`config.mk`:
```
export PLATFORM = sky130hd
export DESIGN_NAME = note_sequencer
export DESIGN_NICKNAME = d
export VERILOG_FILES = /design/src/rtl/note_sequencer.sv
export SDC_FILE = /design/constraint.sdc
export NUM_CORES = 2
export LEC_CHECK = 0
export BUFFER_PORTS_ARGS = -buffer_cell sky130_fd_sc_hd__buf_2
export CAP_MARGIN = 30
export CORE_MARGIN = 2
export CORE_UTILIZATION = 40
export CTS_BUF_LIST = sky130_fd_sc_hd__clkbuf_4 sky130_fd_sc_hd__clkbuf_8 sky130_fd_sc_hd__clkbuf_16
export DETAILED_ROUTE_END_ITERATION = 7
export PLACE_DENSITY = 0.58
export REMOVE_ABC_BUFFERS = 1
export SLEW_MARGIN = 20
export SYNTH_ARGS = -nofsm -noshare
export SYNTH_HDL_FRONTEND = slang
export SYNTH_SLANG_ARGS = --single-unit
export TNS_END_PERCENT = 1
```
`constraint.sdc`:
```
create_clock -name clk -period 4 [get_ports clk]
set_input_delay 0.4 -clock clk [delete_from_list [all_inputs] [get_ports clk]]
set_output_delay 0.4 -clock clk [all_outputs]
set_load 0.005 [all_outputs]
```
`src/rtl/note_sequencer.sv`:
```
// Chord recorder/player: accumulates string/fret contacts over one tempo window,
// stores one note word per window, and replays the sequence once or looped.
module note_sequencer #(
    parameter  int NUM_STRINGS = 6,
    parameter  int NUM_FRETS   = 4,
    parameter  int DEPTH       = 64,
    parameter  int PERIOD_W    = 27,
    localparam int NW          = NUM_STRINGS * (NUM_FRETS + 1),
    localparam int AW          = $clog2(DEPTH + 1)
) (
    input  logic                   clk,
    input  logic                   resetn,
    input  logic                   cmd_record,
    input  logic                   cmd_play,
    input  logic                   cmd_stop,
    input  logic                   loop_en,
    input  logic [PERIOD_W-1:0]    tick_period,
    input  logic [NUM_STRINGS-1:0] strings,
    input  logic [NUM_FRETS-1:0]   frets,
    output logic [NW-1:0]          note_out,
    output logic                   note_valid,
    output logic [AW-1:0]          length,
    output logic [AW-1:0]          addr,
    output logic [1:0]             state,
    output logic                   full
);

    localparam int FW = $clog2(NUM_FRETS + 1);
    localparam int IW = (DEPTH > 1) ? $clog2(DEPTH) : 1;

    typedef enum logic [1:0] {
        IDLE      = 2'b00,
        RECORDING = 2'b01,
        PLAYING   = 2'b10
    } state_t;

    state_t                 state_q, state_d;
    logic [PERIOD_W-1:0]    cnt_q, cnt_d;
    logic [NUM_STRINGS-1:0] str_acc_q, str_acc_d;
    logic [FW-1:0]          fret_acc_q, fret_acc_d;
    logic [NW-1:0]          note_q, note_d;
    logic                   valid_q, valid_d;
    logic [AW-1:0]          len_q, len_d;
    logic [AW-1:0]          addr_q, addr_d;
    logic                   full_q, full_d;

    logic [NW-1:0]          mem [DEPTH];
    logic                   mem_we;

    logic [PERIOD_W-1:0]    reload;
    logic [NUM_STRINGS-1:0] str_now;
    logic [FW-1:0]          fret_in;
    logic [FW-1:0]          fret_now;
    logic [NW-1:0]          word;
    logic                   tick;

    // Periods below two would leave no room for the reload cycle.
    assign reload = (tick_period < PERIOD_W'(2)) ? PERIOD_W'(1) : tick_period - PERIOD_W'(1);
    assign tick   = (state_q != IDLE) && (cnt_q == '0);

    // Encoder sees the tick cycle's own contacts so the window is complete.
    always_comb begin
        fret_in = '0;
        for (int k = 0; k < NUM_FRETS; k++) begin
            if (frets[k]) fret_in = FW'(k + 1);
        end
        str_now  = str_acc_q | strings;
        fret_now = (fret_in > fret_acc_q) ? fret_in : fret_acc_q;
        word     = '0;
        for (int s = 0; s < NUM_STRINGS; s++) begin
            for (int f = 0; f <= NUM_FRETS; f++) begin
                word[s + NUM_STRINGS * f] = str_now[s] & (fret_now == FW'(f));
            end
        end
    end

    // NOTE: every signal driven here gets a default first, so no path leaves one unassigned and no latch is inferred.
    always_comb begin
        state_d    = state_q;
        cnt_d      = cnt_q;
        str_acc_d  = str_acc_q;
        fret_acc_d = fret_acc_q;
        note_d     = note_q;
        valid_d    = 1'b0;
        len_d      = len_q;
        addr_d     = addr_q;
        full_d     = full_q;
        mem_we     = 1'b0;

        unique case (state_q)
            IDLE: begin
                if (cmd_stop) begin
                    state_d = IDLE;
                end else if (cmd_record) begin
                    state_d    = RECORDING;
                    addr_d     = '0;
                    len_d      = '0;
                    full_d     = 1'b0;
                    cnt_d      = reload;
                    str_acc_d  = '0;
                    fret_acc_d = '0;
                end else if (cmd_play && (len_q != '0)) begin
                    state_d = PLAYING;
                    addr_d  = '0;
                    cnt_d   = reload;
                end
            end

            RECORDING: begin
                if (cmd_stop) begin
                    state_d = IDLE;
                end else if (tick) begin
                    mem_we     = 1'b1;
                    note_d     = word;
                    valid_d    = 1'b1;
                    addr_d     = addr_q + AW'(1);
                    len_d      = len_q + AW'(1);
                    cnt_d      = reload;
                    str_acc_d  = '0;
                    fret_acc_d = '0;
                    if (len_q == AW'(DEPTH - 1)) begin
                        state_d = IDLE;
                        full_d  = 1'b1;
                    end
                end else begin
                    cnt_d      = cnt_q - PERIOD_W'(1);
                    str_acc_d  = str_now;
                    fret_acc_d = fret_now;
                end
            end

            PLAYING: begin
                if (cmd_stop) begin
                    state_d = IDLE;
                end else if (tick) begin
                    note_d  = mem[addr_q[IW-1:0]];
                    valid_d = 1'b1;
                    cnt_d   = reload;
                    if (addr_q == len_q - AW'(1)) begin
                        if (loop_en) addr_d  = '0;
                        else         state_d = IDLE;
                    end else begin
                        addr_d = addr_q + AW'(1);
                    end
                end else begin
                    cnt_d = cnt_q - PERIOD_W'(1);
                end
            end

            default: state_d = IDLE;
        endcase
    end

    // NOTE: sequential state uses non-blocking assignments so every register samples pre-edge values.
    always_ff @(posedge clk) begin
        if (!resetn) begin
            state_q    <= IDLE;
            cnt_q      <= '0;
            str_acc_q  <= '0;
            fret_acc_q <= '0;
            note_q     <= '0;
            valid_q    <= 1'b0;
            len_q      <= '0;
            addr_q     <= '0;
            full_q     <= 1'b0;
        end else begin
            state_q    <= state_d;
            cnt_q      <= cnt_d;
            str_acc_q  <= str_acc_d;
            fret_acc_q <= fret_acc_d;
            note_q     <= note_d;
            valid_q    <= valid_d;
            len_q      <= len_d;
            addr_q     <= addr_d;
            full_q     <= full_d;
        end
    end

    // NOTE: the sequence memory has no reset; entries at or above length are never read.
    always_ff @(posedge clk) begin
        if (mem_we) mem[addr_q[IW-1:0]] <= word;
    end

    assign note_out   = note_q;
    assign note_valid = valid_q;
    assign length     = len_q;
    assign addr       = addr_q;
    assign state      = state_q;
    assign full       = full_q;

endmodule

```
Word-level counts from Yosys, hierarchy flattened
Memories as Yosys holds them, arrays and structs flattened. A register that Yosys moved wholly into a read port is not among the register bits.
Cells that the tools add are included.
- bits in registers: 84
- RAM bits: 1920
- input port bits: 43
- output and inout bits: 48
- memories: 1
- add/subtract/negate cells: 5
- magnitude comparators: 2
- equality and inequality tests: 24
- muxes and demuxes: 66
- bitwise operators: 31
- reductions and logical operators: 20
- memories (name ; words ; width ; read ports ; clocked after memory_dff ; write ports ; line ; RTL):
    mem ; 64 ; 30 ; 1 ; 1 ; 1 ; 47 ; logic [NW-1:0] mem [DEPTH];
- operator list (cell ; number):
    $mux W27 ; 6
    $mux W30 ; 4
    $mux W7 ; 13
    $pmux W30 S2 ; 1
    $pmux W27 S2 ; 1
    $sub A27 B1 Y27 const B ; 2
    $mux W6 ; 6
    $and A1 B1 Y1 ; 30
    $logic_not A27 Y1 ; 1
    $lt A27 B2 Y1 const B ; 1
    $mux W3 ; 8
    $ne A3 B3 Y1 const B ; 7
    $pmux W7 S3 ; 1
    $mux W2 ; 10
    $ne A2 B2 Y1 const B ; 8
    $add A7 B1 Y7 const B ; 2
    $pmux W7 S2 ; 1
    $pmux W6 S2 ; 1
    $reduce_and A6 Y1 ; 2
    $mux W1 ; 11
    $reduce_and A5 Y1 ; 2
    $reduce_and A4 Y1 ; 2
    $reduce_and A8 Y1 ; 1
    $reduce_bool A2 Y1 ; 4
    21 further kinds ; 23

Longest topological paths before layout
- depth in word-level cells: 11
- mapped depth: 13

Worst setup path after synthesis
No wires, ideal clock.
- path kind: register -> register
- start: reg cnt_q[15]
- end: mem mem[61][0] (netlist name) (enable)
- setup time: 0.417 ns
- arrival time: 3.895 ns
- required time: 3.583 ns
- slack: -0.312 ns
- cell stages (with the launch flop): 9
- buffers on the path: 2
- period minus slack after synthesis: 4.312 ns
- cell sequence: dfxtp_1 or4_4 or4_4 buf_6 or4_4 buf_6 nor4b_2 nand3_1 nor2_1
- longest elaborated chain between the ends: 7
- RTL lines (what ; line ; RTL):
    start, declared ; 38 ; logic [PERIOD_W-1:0] cnt_q, cnt_d;
    start signal, assigned ; 168 ; cnt_q <= cnt_d;
    $logic_not A27 Y1 ; 59 ; assign tick = (state_q != IDLE) && (cnt_q == '0);
    $logic_and A1 B1 Y1 ; 59 ;
    $mux W1 ; 112 ; end else if (tick) begin
    $mux W1 ; 110 ; if (cmd_stop) begin
    $mux W1 ; 90 ; unique case (state_q)
    $mux W1 ; 181 ; if (mem_we) mem[addr_q[IW-1:0]] <= word;
    $mux W1 (not written as such) ; 181 ;
    end, declared ; 47 ;
Every way passes these cells.

Final worst setup path
- start: reg cnt_q[15]
- end: mem mem[25][25] (netlist name) (enable)
Same word-level chain as after synthesis.

==> impl_metrics.csv <==
group,metric,value,unit
run_status,status,"finished, final reports clean",
yosys,synth_seq_cells,2010,
final_layout,layout.cells.non_filler,6580,
grt,grt_pass1_vias,38230,
place,routabilityCongestion,0.8560,
critical_path,startpoint_type,"flip-flop",
place,dpl_worst_slack,0.02746,ns
clock_network,insertion_delay,0.82,ns
floorplan,die_h,446.2,um
routing,avgViaCountPerCell,5.820,
yosys,netlist-cell-type-count,64,
hold_path,min_path_type,"in2reg",
final_layout,drive_gt1_share,34.75,%
yosys,synth_area,0.07822,mm^2
grt,grt_pass1_wl,292800,um
timing,post-route-worst-setup-slack,0.2475,ns
pwr,ir_drop,458.2,uV
critical_path,critical_path.max_fanout,25,
floorplan,core-area,0.1946,mm^2
clock_network,clockBufferDepth,3,
floorplan,ios,91,
routing,drt-pass1-iter-count,5,
clock_network,cts_root_buf,"clkbuf_16",
floorplan,rows,162,
clock_network,clkSinkCount,2010,
timing,setup_viol,0,
pwr,pwr_density_cell,467.2,mW/mm^2
critical_path,path_class,"reg2reg",
hold_path,holdPathStages,5,
yosys,syn_avg_cell_area,22.23,um^2
clock_network,postCtsSetupRepairBufs,0,
grt,grt_usage,20.98,%
timing,hold_viol,0,
routing,vias,38300,
routing,drc_errors,0,
yosys,synth_seq_area_share,76.02,%
timing,fin_skew,0.03274,ns
timing,hold_ws,0.07194,ns
clock_network,clk_pin_slew_worst_paths,0.06,ns
grt,grt_antenna_before_repair,17,
timing,worstMarginPinSlew,0.9558,ns
pwr,leakagePower,0.02589,uW
floorplan,die-area,0.1991,mm^2
timing,fmax,266.5,MHz
critical_path,r2r_cells,8,
place,placed_area,0.08486,mm^2
timing,post-route-period-util,93.81,%
clock_network,cts_tree,"done",
grt,grt.overflow.total,0,
yosys,synth-async-reset-ratio,0,%
yosys,synthCells,3518,
yosys,yosys_warnings,0,
floorplan,start_util,40.20,%
routing,routedWlPerCell,31.64,um
timing,rsz0062_at_grt,"false",
place,port_buffers,90,
flow_run,drv_cap,0,
timing,drv_slew,0,
critical_path,end_kind,"flip-flop",
place,dpl.hpwl,125800,um
final_layout,post-route-util,47.02,%
critical_path,critPathRequiredTime,4.49,ns
clock_network,htree_levels,4,
final_layout,post-route-cell-area,0.09149,mm^2
place,place_inst,6199,
yosys,ys.flop_type,"edfxtp_1",
grt,grt_max_degree,65,
final_layout,syn_to_final_growth,16.97,%
routing,drtIter0Drc,4318,
routing,ant_nets,0,
clock_network,cts_buffers,196,
final_layout,finalNetCount,3932,
yosys,synth_edf_count,1920,
critical_path,cp.arrival,4.24,ns
timing,finalCriticalPeriod,3.753,ns
routing,routed_wl,208200,um
floorplan,die_w,446.2,um
timing,slew_headroom,36.13,%
cells in the mapped netlist (11+ instances only):
master    instances  area (um^2)
a21oi_1          47        235.2
a22oi_1          11        82.58
a32oi_1          21        183.9
buf_1            45        168.9
clkbuf_1        136        510.5
dfxtp_1          90         1802
edfxtp_1       1920        57660
ha_1             14        175.2
inv_1            18        67.56
mux4_2          630        14190
nand2_1          81        304.0
nand3_1          53        265.3
nor2_1          178        668.1
nor3_1           24        120.1
nor4_1           14        87.58
o21ai_0          44        220.2
o22ai_1          13        81.33
or3_1            14        87.58
xnor2_1          22        192.7
xor2_1           18        157.7
metal layers:
layer	wire length [um]	global-route usage [%]
met5	14	0
met4	5304	5.526
met3	16820	4.442
met2	101900	34.09
met1	84160	28.87
registers in the layout (all words and copies together) (netlist names), named ones only:
| register | cells |
|---|---|
| addr | 7 |
| cnt_q | 27 |
| fret_acc_q | 3 |
| full | 1 |
| length | 7 |
| mem | 1920 |
| note_out | 30 |
| note_valid | 1 |
| state | 2 |
| str_acc_q | 6 |
area by class of cell:
cell class	count	area (um^2)
tap	2542	3181
clock inverter	110	1015
timing repair buffer	347	3714
antenna	4	10.01
multi-input combinational	1301	18690
clock buffer	247	5329
fill	15840	103100
sequential	2010	59470
inverter	19	71.32
report_power, final:
part           switching [uW]  internal, uW
Sequential               39.6         23200
Combinational             954           351
Clock                    7830         10400
Total                    8820         33900
through the flow:
stage	setup TNS, ns	power (uW)
6_report	0	42740
5_1_grt	0	43990
4_1_cts	0	43090
3_5_place_dp	0	24930
3_3_place_gp	0	24900
2_1_floorplan	-790.12	24300
path summary, 6_finish.rpt:
kind,start,to,slack (ns)
worst max register to register,cnt_q[15],mem[25][25],0.25
worst min-delay path,tick_period[14],cnt_q[14],0.07
worst max-delay path,cnt_q[15],mem[25][25],0.25
worst min register to register,note_out[17],note_out[17],0.46
cell usage in the layout, fill, tap and decap left out, types with 5 or more instances in the layout:
cell type,count
nand4_1,8
buf_12,97
ha_1,13
a2bb2oi_1,6
edfxtp_1,1920
clkinvlp_4,5
inv_1,18
a21oi_1,46
nor2_4,94
nand3_1,53
clkinv_1,38
clkbuf_4,48
o21ai_0,44
clkinv_4,7
and3_1,7
a22oi_1,11
a31oi_1,7
nor2b_1,5
nand2b_1,7
dlygate4sd3_1,16
nor4b_1,5
nor3_1,24
or3_1,14
dfxtp_1,84
buf_4,140
bufinv_16,15
buf_2,90
a32oi_1,21
clkbuf_16,198
clkinv_2,37
nor4_1,14
nand2_1,81
o22ai_1,13
mux4_2,630
xnor2_1,22
a211oi_1,6
nor2_1,84
xor2_1,18
timing repair:
action                                 CTS  global route
endpoints found under the hold margin   23             0
gates resized for setup                  0             0
hold buffers                            16             0
critical path, cell delays in order, from the launching register on:
cell and delay, ns:
dfxtp_1 0.35, or4_4 0.58, or4_4 0.45, or4_4 0.56, nor4b_2 0.41, nand2_1 0.29
buf_12 0.25, nor2_4 0.24, buf_12 0.26
kinds of logic (layout without fill, tap and decap cells):
family | count (synthesis) | after routing | share of synthesized area, %
flops | 2010 | 2010 | 76.02
mux | 634 | 634 | 18.19
simple gates | 423 | 423 | 2.520
buf+inv | 207 | 723 | 1.021
compound gates | 190 | 190 | 1.576
xor+xnor | 40 | 40 | 0.4479
fa+ha+maj | 14 | 14 | 0.2240
other cells | 0 | 4 | 0
Note: power is estimated with default switching activity, not from simulation.
